<file path="src/rtl/seq_gen_if.sv">
// Control and serial-output bundle for seq_gen: start/abort request with run
// parameters in, registered serial line and status out.
interface seq_gen_if #(
  parameter int WIDTH = 4,
  parameter int RPT_W = 3,
  parameter int GAP_W = 3
);
  logic             start;
  logic             abort;
  logic [WIDTH-1:0] pattern;
  logic [RPT_W-1:0] repeat_n;
  logic [GAP_W-1:0] gap;
  logic             ser_out;
  logic             busy;
  logic             done;

  modport master (
    output start, abort, pattern, repeat_n, gap,
    input  ser_out, busy, done
  );

  modport slave (
    input  start, abort, pattern, repeat_n, gap,
    output ser_out, busy, done
  );
endinterface

</file>
<file path="src/rtl/seq_gen.sv">
// Serial bit-pattern transmitter: shifts a captured pattern out MSB first,
// optionally repeating it with an idle gap, then pulses done for one cycle.
module seq_gen #(
  parameter int WIDTH = 4,
  parameter int RPT_W = 3,
  parameter int GAP_W = 3
) (
  input logic        clk,
  input logic        rst,
  seq_gen_if.slave   bus
);
  localparam int CNT_W = (WIDTH > 2) ? $clog2(WIDTH) : 1;
  localparam logic [CNT_W-1:0] LAST = CNT_W'(WIDTH - 1);

  typedef enum logic [1:0] {IDLE, SHIFT, GAP, DONE} state_t;

  state_t           state;
  logic [WIDTH-1:0] pat_q;
  logic [WIDTH-1:0] shreg;
  logic [CNT_W-1:0] bit_cnt;
  logic [RPT_W-1:0] rpt_cnt;
  logic [GAP_W-1:0] gap_q;
  logic [GAP_W-1:0] gap_cnt;

  // shreg always holds the bits still to be sent after the one on ser_out
  always_ff @(posedge clk or negedge rst) begin
    if (!rst) begin
      state       <= IDLE;
      pat_q       <= '0;
      shreg       <= '0;
      bit_cnt     <= '0;
      rpt_cnt     <= '0;
      gap_q       <= '0;
      gap_cnt     <= '0;
      bus.ser_out <= 1'b0;
      bus.busy    <= 1'b0;
      bus.done    <= 1'b0;
    end else begin
      case (state)
        IDLE: begin
          bus.done <= 1'b0;
          if (bus.start) begin
            pat_q       <= bus.pattern;
            shreg       <= bus.pattern << 1;
            bus.ser_out <= bus.pattern[WIDTH-1];
            rpt_cnt     <= bus.repeat_n;
            gap_q       <= bus.gap;
            bit_cnt     <= LAST;
            bus.busy    <= 1'b1;
            state       <= SHIFT;
          end
        end
        SHIFT: begin
          if (bus.abort) begin
            bus.ser_out <= 1'b0;
            bus.busy    <= 1'b0;
            state       <= IDLE;
          end else if (bit_cnt != '0) begin
            bus.ser_out <= shreg[WIDTH-1];
            shreg       <= shreg << 1;
            bit_cnt     <= bit_cnt - CNT_W'(1);
          end else if (rpt_cnt != '0) begin
            rpt_cnt <= rpt_cnt - RPT_W'(1);
            bit_cnt <= LAST;
            if (gap_q == '0) begin
              // next copy's MSB follows the last bit with no bubble
              bus.ser_out <= pat_q[WIDTH-1];
              shreg       <= pat_q << 1;
            end else begin
              bus.ser_out <= 1'b0;
              shreg       <= pat_q;
              gap_cnt     <= gap_q;
              state       <= GAP;
            end
          end else begin
            bus.ser_out <= 1'b0;
            bus.busy    <= 1'b0;
            bus.done    <= 1'b1;
            state       <= DONE;
          end
        end
        GAP: begin
          if (bus.abort) begin
            bus.ser_out <= 1'b0;
            bus.busy    <= 1'b0;
            state       <= IDLE;
          end else begin
            gap_cnt <= gap_cnt - GAP_W'(1);
            // gap_cnt==1 marks the final idle cycle; MSB goes out next
            if (gap_cnt == GAP_W'(1)) begin
              bus.ser_out <= shreg[WIDTH-1];
              shreg       <= shreg << 1;
              state       <= SHIFT;
            end
          end
        end
        DONE: begin
          bus.done <= 1'b0;
          state    <= IDLE;
        end
        default: state <= IDLE;
      endcase
    end
  end
endmodule

</file>
<file path="src/flat_wrapper.sv">
// flat-port wrapper written by rule: the top's interface ports become plain ports
module seq_gen_flat 
#(
  parameter int WIDTH = 4,
  parameter int RPT_W = 3,
  parameter int GAP_W = 3
)
  (clk, rst, bus_start, bus_abort, bus_pattern, bus_repeat_n, bus_gap, bus_ser_out, bus_busy, bus_done);
  seq_gen_if #(.WIDTH(WIDTH), .RPT_W(RPT_W), .GAP_W(GAP_W)) bus_i ();
  input logic clk;
  input logic rst;
  input wire logic [$bits(bus_i.start)-1:0] bus_start;
  input wire logic [$bits(bus_i.abort)-1:0] bus_abort;
  input wire logic [$bits(bus_i.pattern)-1:0] bus_pattern;
  input wire logic [$bits(bus_i.repeat_n)-1:0] bus_repeat_n;
  input wire logic [$bits(bus_i.gap)-1:0] bus_gap;
  output wire logic [$bits(bus_i.ser_out)-1:0] bus_ser_out;
  output wire logic [$bits(bus_i.busy)-1:0] bus_busy;
  output wire logic [$bits(bus_i.done)-1:0] bus_done;
  assign bus_i.start = bus_start;
  assign bus_i.abort = bus_abort;
  assign bus_i.pattern = bus_pattern;
  assign bus_i.repeat_n = bus_repeat_n;
  assign bus_i.gap = bus_gap;
  assign bus_ser_out = bus_i.ser_out;
  assign bus_busy = bus_i.busy;
  assign bus_done = bus_i.done;
  seq_gen #(.WIDTH(WIDTH), .RPT_W(RPT_W), .GAP_W(GAP_W)) u_core (.clk(clk), .rst(rst), .bus(bus_i));
endmodule
</file>
<file path="config.mk">
export PLATFORM = sky130hd
export DESIGN_NAME = seq_gen_flat
export DESIGN_NICKNAME = d
export VERILOG_FILES = /design/src/rtl/seq_gen_if.sv /design/src/rtl/seq_gen.sv /design/src/flat_wrapper.sv
export SDC_FILE = /design/constraint.sdc
export NUM_CORES = 1
export LEC_CHECK = 0
export CORE_MARGIN = 1.5
export CORE_UTILIZATION = 50
export CTS_BUF_LIST = sky130_fd_sc_hd__clkbuf_16
export CTS_CLUSTER_DIAMETER = 40
export CTS_CLUSTER_SIZE = 10
export DETAILED_ROUTE_END_ITERATION = 8
export HOLD_SLACK_MARGIN = 0.15
export PLACE_DENSITY_LB_ADDON = 0.3
export SLEW_MARGIN = 20
export SYNTH_ARGS = -nofsm -noshare
export SYNTH_HDL_FRONTEND = slang
export SYNTH_SLANG_ARGS = --single-unit
export TNS_END_PERCENT = 20
</file>
<file path="constraint.sdc">
create_clock -name clk -period 3.3 [get_ports clk]
set_clock_uncertainty 0.1 [all_clocks]
set_input_delay 0.33 -clock clk [delete_from_list [all_inputs] [get_ports clk]]
set_output_delay 0.33 -clock clk [all_outputs]
set_load 0.03 [all_outputs]
</file>
# After elaboration in Yosys (flattened, before gate mapping)
# Index checks and enable logic that the tools add are counted.
[totals]
inputBits = 14
out_inout_bits = 3
reg_bits = 24
elab_cells = 99
[classes]
n_eq_ne = 18
n_mux = 50
addsub = 3
n_reduce_logical = 18
[op_table]
columns = ["cell", "count"]
rows = [
  ["$mux W4", 7],
  ["$mux W3", 9],
  ["$mux W2", 11],
  ["$mux W1", 15],
  ["$ne A2 B2 Y1 const B", 7],
  ["$pmux W3 S2", 2],
  ["$pmux W4 S3", 1],
  ["$reduce_and A4 Y1", 3],
  ["$reduce_and A6 Y1", 2],
  ["$reduce_and A5 Y1", 2],
  ["$pmux W2 S4", 1],
  ["$reduce_bool A2 Y1", 4],
  ["$ne A3 B3 Y1 const B", 2],
  ["$pmux W1 S3", 2],
  ["$reduce_bool A3 Y1", 2],
  ["$sub A3 B1 Y3 const B", 2],
  ["$eq A2 B2 Y1 const B", 2],
  ["$ne A2 B1 Y1 const B", 2],
  ["$ne A4 B4 Y1 const B", 1],
  ["$pmux W2 S2", 1],
  ["$eq A3 B1 Y1 const B", 1],
  ["$logic_not A3 Y1", 1],
  ["$ne A3 B1 Y1 const B", 1],
  ["$ne A3 B2 Y1 const B", 1],
  ["other kinds (7)", 7],
]

# Longest topological paths before layout
# Gate-level depths: netlist of the first run.
[logic_depth]
word_depth = 6
mapped_depth = 7
depth_no_buf = 6

# Worst setup path after synthesis of the first run
# Ideal clock, no wire load.
[synth_path]
kind = "register -> register"
start = "register u_core.state[0]"
end = "register u_core.shreg[0]"
path_buffers = 0
period_less_slack_ns = 1.693
setup_ns = 0.125
t_arrival_ns = 1.468
required_ns = 3.075
stages_incl_launch_ff = 7
setup_slack_ns = 1.607
cell_sequence = "dfrtp_1 -> inv_1 -> ha_1 -> nor2b_1 -> nor2_2 -> o211ai_2 -> mux2_2"
[synth_via]
elab_chain_cells = 3
word_cells_on_any_way = 11
cone_classes = "eq/ne: 7; mux: 1; reduce/logical: 3"
[synth_rtl]
columns = ["item", "line_no", "source"]
rows = [
  ["start: declaration", "seq_gen.sv:17", "state_t state;"],
  ["start signal: assignment", "seq_gen.sv:28", "state <= IDLE;"],
  ["start signal: assignment", "seq_gen.sv:50", "state <= SHIFT;"],
  ["start signal: assignment", "seq_gen.sv:57", "state <= IDLE;"],
  ["$eq A2 B1 Y1 (tied with other cells)", "seq_gen.sv:39", "case (state)"],
  ["$ne A3 B1 Y1 (no source line) (tied with other cells)", "-", ""],
  ["$reduce_and A6 Y1 (no source line)", "-", ""],
  ["end signal: assignment", "seq_gen.sv:44", "shreg <= bus.pattern << 1;"],
  ["end signal: assignment", "seq_gen.sv:60", "shreg <= shreg << 1;"],
  ["end signal: assignment", "seq_gen.sv:68", "shreg <= pat_q << 1;"],
  ["end: declaration", "seq_gen.sv:19", "logic [WIDTH-1:0] shreg;"],
]
# Several ways; a longest one is shown, not always the timed one.
# A chain may end at the register's enable or synchronous reset.

# Worst setup path in the final report of the first run
[layout_path]
start = "register u_core.rpt_cnt[0]"
end = "register u_core.shreg[2]"
[layout_via]
elab_chain_cells = 3
[layout_rtl]
columns = ["item", "line_no", "source"]
rows = [
  ["start: declaration", "seq_gen.sv:21", "logic [RPT_W-1:0] rpt_cnt;"],
  ["start signal: assignment", "seq_gen.sv:46", "rpt_cnt <= bus.repeat_n;"],
  ["start signal: assignment", "seq_gen.sv:63", "rpt_cnt <= rpt_cnt - RPT_W'(1);"],
  ["$reduce_bool A3 Y1", "seq_gen.sv:62", "end else if (rpt_cnt != '0) begin"],
  ["$ne A3 B1 Y1 (no source line)", "-", ""],
  ["$reduce_and A6 Y1 (no source line)", "-", ""],
  ["end signal: assignment", "seq_gen.sv:60", ""],
  ["end signal: assignment", "seq_gen.sv:68", ""],
  ["end signal: assignment", "seq_gen.sv:71", "shreg <= pat_q;"],
]
# Every way passes these cells.

==> results of run 1 <==
## power breakdown
| part | switching [mW] | internal [mW] | total, mW |
|---|---|---|---|
| Clock | 0.100 | 0.162 | 0.262 |
| Combinational | 0.405 | 0.327 | 0.732 |
| Sequential | 0.109 | 0.426 | 0.534 |
| Total | 0.614 | 0.914 | 1.53 |
## cells in the mapped netlist (3+ instances only)
cell	number	area share (%)
dfrtp_1	24	39
mux2_2	12	8.8
nor2_1	12	2.9
inv_1	11	2.7
nand2_1	11	2.7
ha_1	9	7.3
o21ai_0	9	2.9
a21oi_1	6	1.9
nand4_1	6	2.4
mux2i_1	5	3.2
nand2b_1	5	2.0
a31oi_1	4	1.6
nor2b_1	4	1.6
a41oi_1	3	1.7
buf_4	3	1.5
o211ai_1	3	1.5
o21a_1	3	1.5
o21ai_1	3	0.97
## per-stage QoR
| step | instance area [um^2] | instances |
|---|---|---|
| after global routing | 1790 | 206 |
| after floorplan | 1540 | 159 |
| after CTS | 1790 | 205 |
| after detailed placement | 1710 | 201 |
| final | 1790 | 206 |
| after global placement | 1710 | 201 |
## final cells by class
class | instances | area [um^2] | share of cell area (%)
clock buffer | 3 | 75.1 | 4.18
clock inverter | 1 | 3.75 | 0.209
multi-input combinational | 118 | 862 | 48.0
sequential | 24 | 601 | 33.5
inverter | 11 | 41.3 | 2.30
tap | 31 | 38.8 | 2.16
timing repair buffer | 18 | 173 | 9.62
## logic make-up after synthesis
| logic type | count (synthesis) |
|---|---|
| AO/OA/AOI/OAI | 41 |
| adder cells (fa/ha/maj) | 9 |
| buffers and inverters | 17 |
| flip-flops | 24 |
| multiplexers | 17 |
| AND/OR/NAND/NOR | 51 |
## flip-flops by register name, indices dropped and copies added, names as in the netlist
signal and count:
u_core.gap_cnt 3, u_core.shreg 4, u_core.bus.busy 1, u_core.bus.done 1
u_core.gap_q 3, u_core.bit_cnt 2, u_core.pat_q 4, u_core.rpt_cnt 3
u_core.bus.ser_out 1, u_core.state 2
## path summary, 6_finish.rpt
kind	from	to	slack (ns)	cells after the start
hold reg to reg	u_core.bus.ser_out	u_core.bus.ser_out	0.40	1
setup reg to reg	u_core.rpt_cnt[0]	u_core.shreg[2]	0.93	6
max in group asynchronous	rst	u_core.pat_q[1]	2.24	2
min in group asynchronous	rst	u_core.rpt_cnt[0]	0.50	2
setup / recovery	u_core.rpt_cnt[0]	u_core.shreg[2]	0.93	6
hold / removal	u_core.bus.ser_out	u_core.bus.ser_out	0.40	1
## metal layers
| metal | vias up | GRT usage [%] | wire length (um) |
|---|---|---|---|
| li1 | 611 | - | - |
| met1 | 592 | 29.9 | 1450 |
| met2 | 44 | 35.6 | 1660 |
| met3 | 9 | 2.86 | 193 |
| met4 | 0 | 6.64 | 45 |
| met5 | - | 0 | 0 |
## critical path, cell delays in order, from the launching register on
cell and delay, ns:
dfrtp_1 0.38, inv_1 0.10, ha_1 0.18, nor2b_1 0.65, a21oi_2 0.19, o211ai_2 0.28, mux2_2 0.38
==> Implementation_results.wiki, run 1 <==
{| class="wikitable"
! Metric !! Value
|-
| Latest clock arrival within the worst-skew pair || 0.25 ns
|-
| Num ports || 17
|-
| Antenna violations before repair || 0
|-
| HPWL after detailed placement || 2520 um
|-
| Drt via density || 6.10
|-
| Clock buffer count from CTS || 3
|-
| Synth Area in XOR/XNOR || 0%
|-
| Largest net degree at the start of global routing || 25
|-
| Final-stage net count || 199
|-
| Leakage dissipation || between 0.7 and 0.8 nW
|-
| Layout cell share with drive strength beyond 1 || between 10% and 20%
|-
| Total nets after synthesis || roughly 180
|-
| RSZ-0062 raised after global routing || no
|-
| Critical-path maximum fanout || 11
|-
| Run status || finished, final reports clean
|-
| Floorplan die width || 58.5 um
|-
| Post-synthesis area per instance || 9.70 um^2
|-
| Netlist cell types || 39
|-
| DR DRC count || 0
|-
| Number of inserted filler cells in the final layout || 221
|-
| Wirelength, routed || 3350 um
|-
| Endpoints failing hold || 0
|-
| Vias after detailed routing || 1256
|-
| Number of max-cap violations || 0
|-
| Tightest Pin Transition || 0.792 ns
|-
| Pre-antenna DRT Iters || 4
|-
| Wire length of the first global-routing pass || roughly 5700 um
|-
| Number of synthesized register bits || 24
|-
| Finish-stage setup viols || 0
|-
| Final period util || between 70 and 80%
|-
| Async SR Flop Fraction || 100%
|-
| Most common cell after layout, fill and taps aside || dfrtp_1
|-
| Gr usage total || 21.7%
|-
| Clock net sink count || 24
|-
| Share of synthesized cell area in and, or, nand and nor gates || 18.6%
|-
| Area overhead of the layout relative to synthesis || 16.3%
|-
| Highest-count cells in the layout ignoring fill and taps || dfrtp_1, clkdlybuf4s50_1, mux2_2, nor2_1
|-
| Routability cong. || 0.851
|-
| Clock root buffer || clkbuf_16
|-
| CTS H-tree lvls || 1
|-
| Initial cell density of the core || 54.1%
|-
| Worst Hold Slack || 0.399 ns
|-
| Number of enable-type register cells in the synthesized netlist || 0
|-
| Worst-case headroom to the max-slew limit || 47.1%
|-
| Post-CTS Resized || 0
|-
| Avg WL per Cell || 16.2 um
|-
| Combinational family with the most area after synthesis || simple AND/OR/NAND/NOR gates
|-
| Complex-gate fraction of the synthesized area || between 10% and 20%
|-
| Sort of element at the end of the critical path || flip-flop
|-
| Area share of fa/ha/maj cells after synthesis || 7.30%
|-
| Clk slew on worst S/H paths || roughly 0.060 ns
|-
| FP Rows || 19
|-
| Worst hold path class || reg2reg
|-
| Power per cell area || about 850 nW/um^2
|-
| Core ar. || 2850 um^2
|-
| Number of hold buffers added after CTS || 0
|-
| Fmax || 421 MHz
|-
| Violation count after the first detailed-route iteration || 55
|-
| Share of synthesized area spent on multiplexers || 12.0%
|-
| CP startpoint kind || flip-flop
|-
| Fin worst setup slack || 0.927 ns
|-
| Syn Inst Count || 159
|-
| WS Path Type || reg2reg
|-
| Number of slew-limit violations in the final report || 0
|-
| Aggregate global routing overflow || 0
|-
| Pwr Total || 1.53 mW
|-
| Dominant register cell in the synthesized netlist || dfrtp_1
|-
| Min Clock Period, post-route || 2.37 ns
|-
| Worst voltage drop across the vdd grid || 0.455 mV
|-
| Placement-stage worst setup slack || 0.934 ns
|-
| Number of global-route vias before repair || 1211
|-
| Overall die height || between 50 and 60 um
|-
| Data arrival, critical path || 2.41 ns
|-
| Data required time at the worst endpoint || 3.34 ns
|-
| Sequential area share after synthesis || between 30% and 40%
|-
| Number of buffers inserted by post-CTS setup repair || 0
|-
| Finished Core Util || 62.9%
|-
| Warnings from Yosys || 0
|-
| Number of buffer cells added on primary ports || 16
|-
| DIE AREA || 3430 um^2
|-
| Number of nets still failing antenna checks after routing || 0
|-
| Maximum buffer depth of the clock tree || 2
|-
| ANT cells || 0
|-
| Final TNS setup || 0 ns
|-
| CTS tree || yes
|-
| Cell Area, Synth || between 1500 and 2000 um^2
|}
No activity file was read; power rests on OpenSTA's default activity.
==> run 2, diff against run 1 <==
- clock period: 3.3 -> 2.4 ns (I/O delays scaled with it)
==> Implementation_results.wiki, run 2 (synthesis results as in run 1) <==
{| class="wikitable"
! Metric !! Value
|-
| Initial cell density of the core || 54.1% (unchanged)
|-
| Number of nets still failing antenna checks after routing || 0 (unchanged)
|-
| Final period util || 85.5% (+14 points)
|-
| Aggregate global routing overflow || 0 (unchanged)
|-
| CTS tree || yes
|-
| DR DRC count || 0 (unchanged)
|-
| Share of power burned in registers || 34.9% (about the same)
|-
| Worst hold path class || in2async
|-
| Final Cell Area || 1810 um^2 (+0.77%)
|-
| Power per cell area || 1170 nW/um^2 (+37%)
|-
| Number of buffer cells added on primary ports || 16 (unchanged)
|-
| ANT cells || 0 (unchanged)
|-
| Combinational Power Share || 48.6% (+0.7 points)
|-
| Run status || finished, final reports clean
|-
| Vias after detailed routing || 1277 (+1.7%)
|-
| Sort of element at the end of the critical path || flip-flop
|-
| RSZ-0062 raised after global routing || no
|-
| Final-stage net count || 201 (+1.0%)
|-
| Highest metal layer with signal wires || met4
|-
| Number of max-cap violations || 0 (unchanged)
|-
| Min Clock Period, post-route || 2.05 ns (-0.321 ns)
|-
| Post-CTS Resized || 0 (unchanged)
|-
| Placed Instances || 204 (+1.5%)
|-
| Overall die height || 58.5 um (unchanged)
|-
| Layout cell share with drive strength beyond 1 || 15.3% (+1.1 points)
|-
| Finish-stage setup viols || 0 (unchanged)
|-
| Non-filler cells, final || 207 (+0.49%)
|-
| Detailed route wirelength on metal2 || 1640 um (-0.91%)
|-
| Number of inserted filler cells in the final layout || 243 (+10%)
|-
| Total net switching power || 0.835 mW (+36%)
|-
| Routability cong. || 0.877 (+3.0%)
|-
| FP Rows || 19 (unchanged)
|-
| Clock buffer count from CTS || 3 (unchanged)
|-
| Wirelength, routed || 3350 um (about the same)
|-
| Worst voltage drop across the vdd grid || 0.745 mV (+64%)
|-
| Num ports || 17 (unchanged)
|-
| HPWL after detailed placement || 2500 um (-0.86%)
|-
| Maximum buffer depth of the clock tree || 2 (unchanged)
|-
| Violation count after the first detailed-route iteration || 69 (+25%)
|-
| Clock net sink count || 24 (unchanged)
|-
| Final TNS setup || 0 ns (unchanged)
|-
| Highest-count cells in the layout ignoring fill and taps || dfrtp_1, clkdlybuf4s50_1, mux2_2, nor2_1
|-
| Endpoints failing hold || 0 (unchanged)
|-
| Gr usage total || 22.3% (+0.61 points)
|-
| Number of buffers inserted by post-CTS setup repair || 0 (unchanged)
|-
| CTS H-tree lvls || 1 (unchanged)
|-
| Fmax || 487 MHz (+16%)
|-
| Pre-antenna DRT Iters || 4 (unchanged)
|-
| Met3 routed wirelength || 157 um (-19%)
|-
| Multi-input logic area || 862 um^2 (unchanged)
|-
| Portion of total power attributed to the clock network || 16.6% (-0.5 points)
|-
| Number of global-route vias before repair || 1250 (+3.2%)
|-
| Area overhead of the layout relative to synthesis || 17.2%
|-
| Post-Place Cell Area || 1730 um^2 (+1.3%)
|-
| Data required time at the worst endpoint || 2.44 ns (-0.90 ns)
|-
| Tightest Pin Transition || 0.505 ns (-0.287 ns)
|-
| Worst Hold Slack || 0.244 ns (-0.155 ns)
|-
| Routed met1 length || 1490 um (+3.0%)
|-
| WS Path Type || reg2reg
|-
| Floorplan die width || 58.5 um (unchanged)
|-
| Worst-case headroom to the max-slew limit || 66.3% (+19 points)
|-
| DIE AREA || 3430 um^2 (unchanged)
|-
| Data arrival, critical path || 2.09 ns (-0.32 ns)
|-
| Leakage dissipation || 0.774 nW (+1.2%)
|-
| Wire length of the first global-routing pass || 5780 um (+0.96%)
|-
| Latest clock arrival within the worst-skew pair || 0.25 ns (about the same)
|-
| Most common cell after layout, fill and taps aside || dfrtp_1
|-
| Critical-path maximum fanout || 15 (+4)
|-
| Internal power || 1.27 mW (+39%)
|-
| Switching portion of total power || 39.6% (-0.54 points)
|-
| Registers with the highest flip-flop counts || u_core.pat_q: 4 flops, u_core.shreg: 4 flops
|-
| Avg WL per Cell || 16.2 um (-0.42%)
|-
| Number of slew-limit violations in the final report || 0 (unchanged)
|-
| CP startpoint kind || flip-flop
|-
| Antenna violations before repair || 0 (unchanged)
|-
| Core ar. || 2850 um^2 (unchanged)
|-
| Number of hold buffers added after CTS || 0 (unchanged)
|-
| Largest net degree at the start of global routing || 25 (unchanged)
|-
| Sequential Area || 601 um^2 (unchanged)
|-
| Clock root buffer || clkbuf_16
|-
| Clk slew on worst S/H paths || 0.06 ns (about the same)
|-
| Drt via density || 6.17 (+1.2%)
|}
run 2: cell type report:
cell class	instances	share of cell area [%]
multi-input combinational	118	47.7
sequential	24	33.2
timing repair buffer	20	10.5
clock buffer	3	4.15
inverter	11	2.28
tap	31	2.15
run 2: path summary, 6_finish.rpt:
check	startpoint	depth (start not counted)	slack [ns]	end
worst max-delay path	u_core.bit_cnt[0]	6	0.35	u_core.gap_cnt[0]
worst max register to register	u_core.bit_cnt[0]	6	0.35	u_core.gap_cnt[0]
worst min register to register	u_core.shreg[1]	1	0.41	u_core.shreg[1]
min in group clk	u_core.shreg[1]	1	0.41	u_core.shreg[1]
worst min-delay path	rst	2	0.24	u_core.rpt_cnt[1]
max in group asynchronous	rst	2	1.71	u_core.pat_q[1]
run 2: worst max-delay path, stage by stage, from the launching register on:
cell and delay [ns]:
dfrtp_1 0.40, inv_1 0.07, ha_1 0.47, nand2_1 0.20, o31ai_1 0.37, a32oi_1 0.19
o21a_1 0.14
run 2: power groups by stage:
stage | combinational, mW | clock [mW] | sequential, mW
after floorplan | 0.748 | 0 | 0.733
after global placement | 0.959 | 0 | 0.724
after detailed placement | 1.01 | 0 | 0.736
after CTS | 1.03 | 0.361 | 0.733
after global routing | 1.14 | 0.374 | 0.755
final | 1.02 | 0.349 | 0.735
run 2: layer usage:
metal	vias up	GRT usage [%]
met3	8	5.05
met1	621	29.0
li1	614	-
met4	0	5.98
met5	-	0
met2	34	37.6
run 2: per-stage QoR:
step	setup slack (ns)	power [mW]	utilization [%]
floorplan	0.707	1.48	-
global placement	0.441	1.68	60.7
detailed placement	0.359	1.75	60.7
CTS	0.347	2.12	63.4
global route	0.186	2.27	63.4
finish	0.348	2.11	63.4
==> run 3, diff against run 2 <==
- CAP_MARGIN: default -> 0
==> results of run 3 <==
Final layout, timing and power as in run 2 (identical DEF).
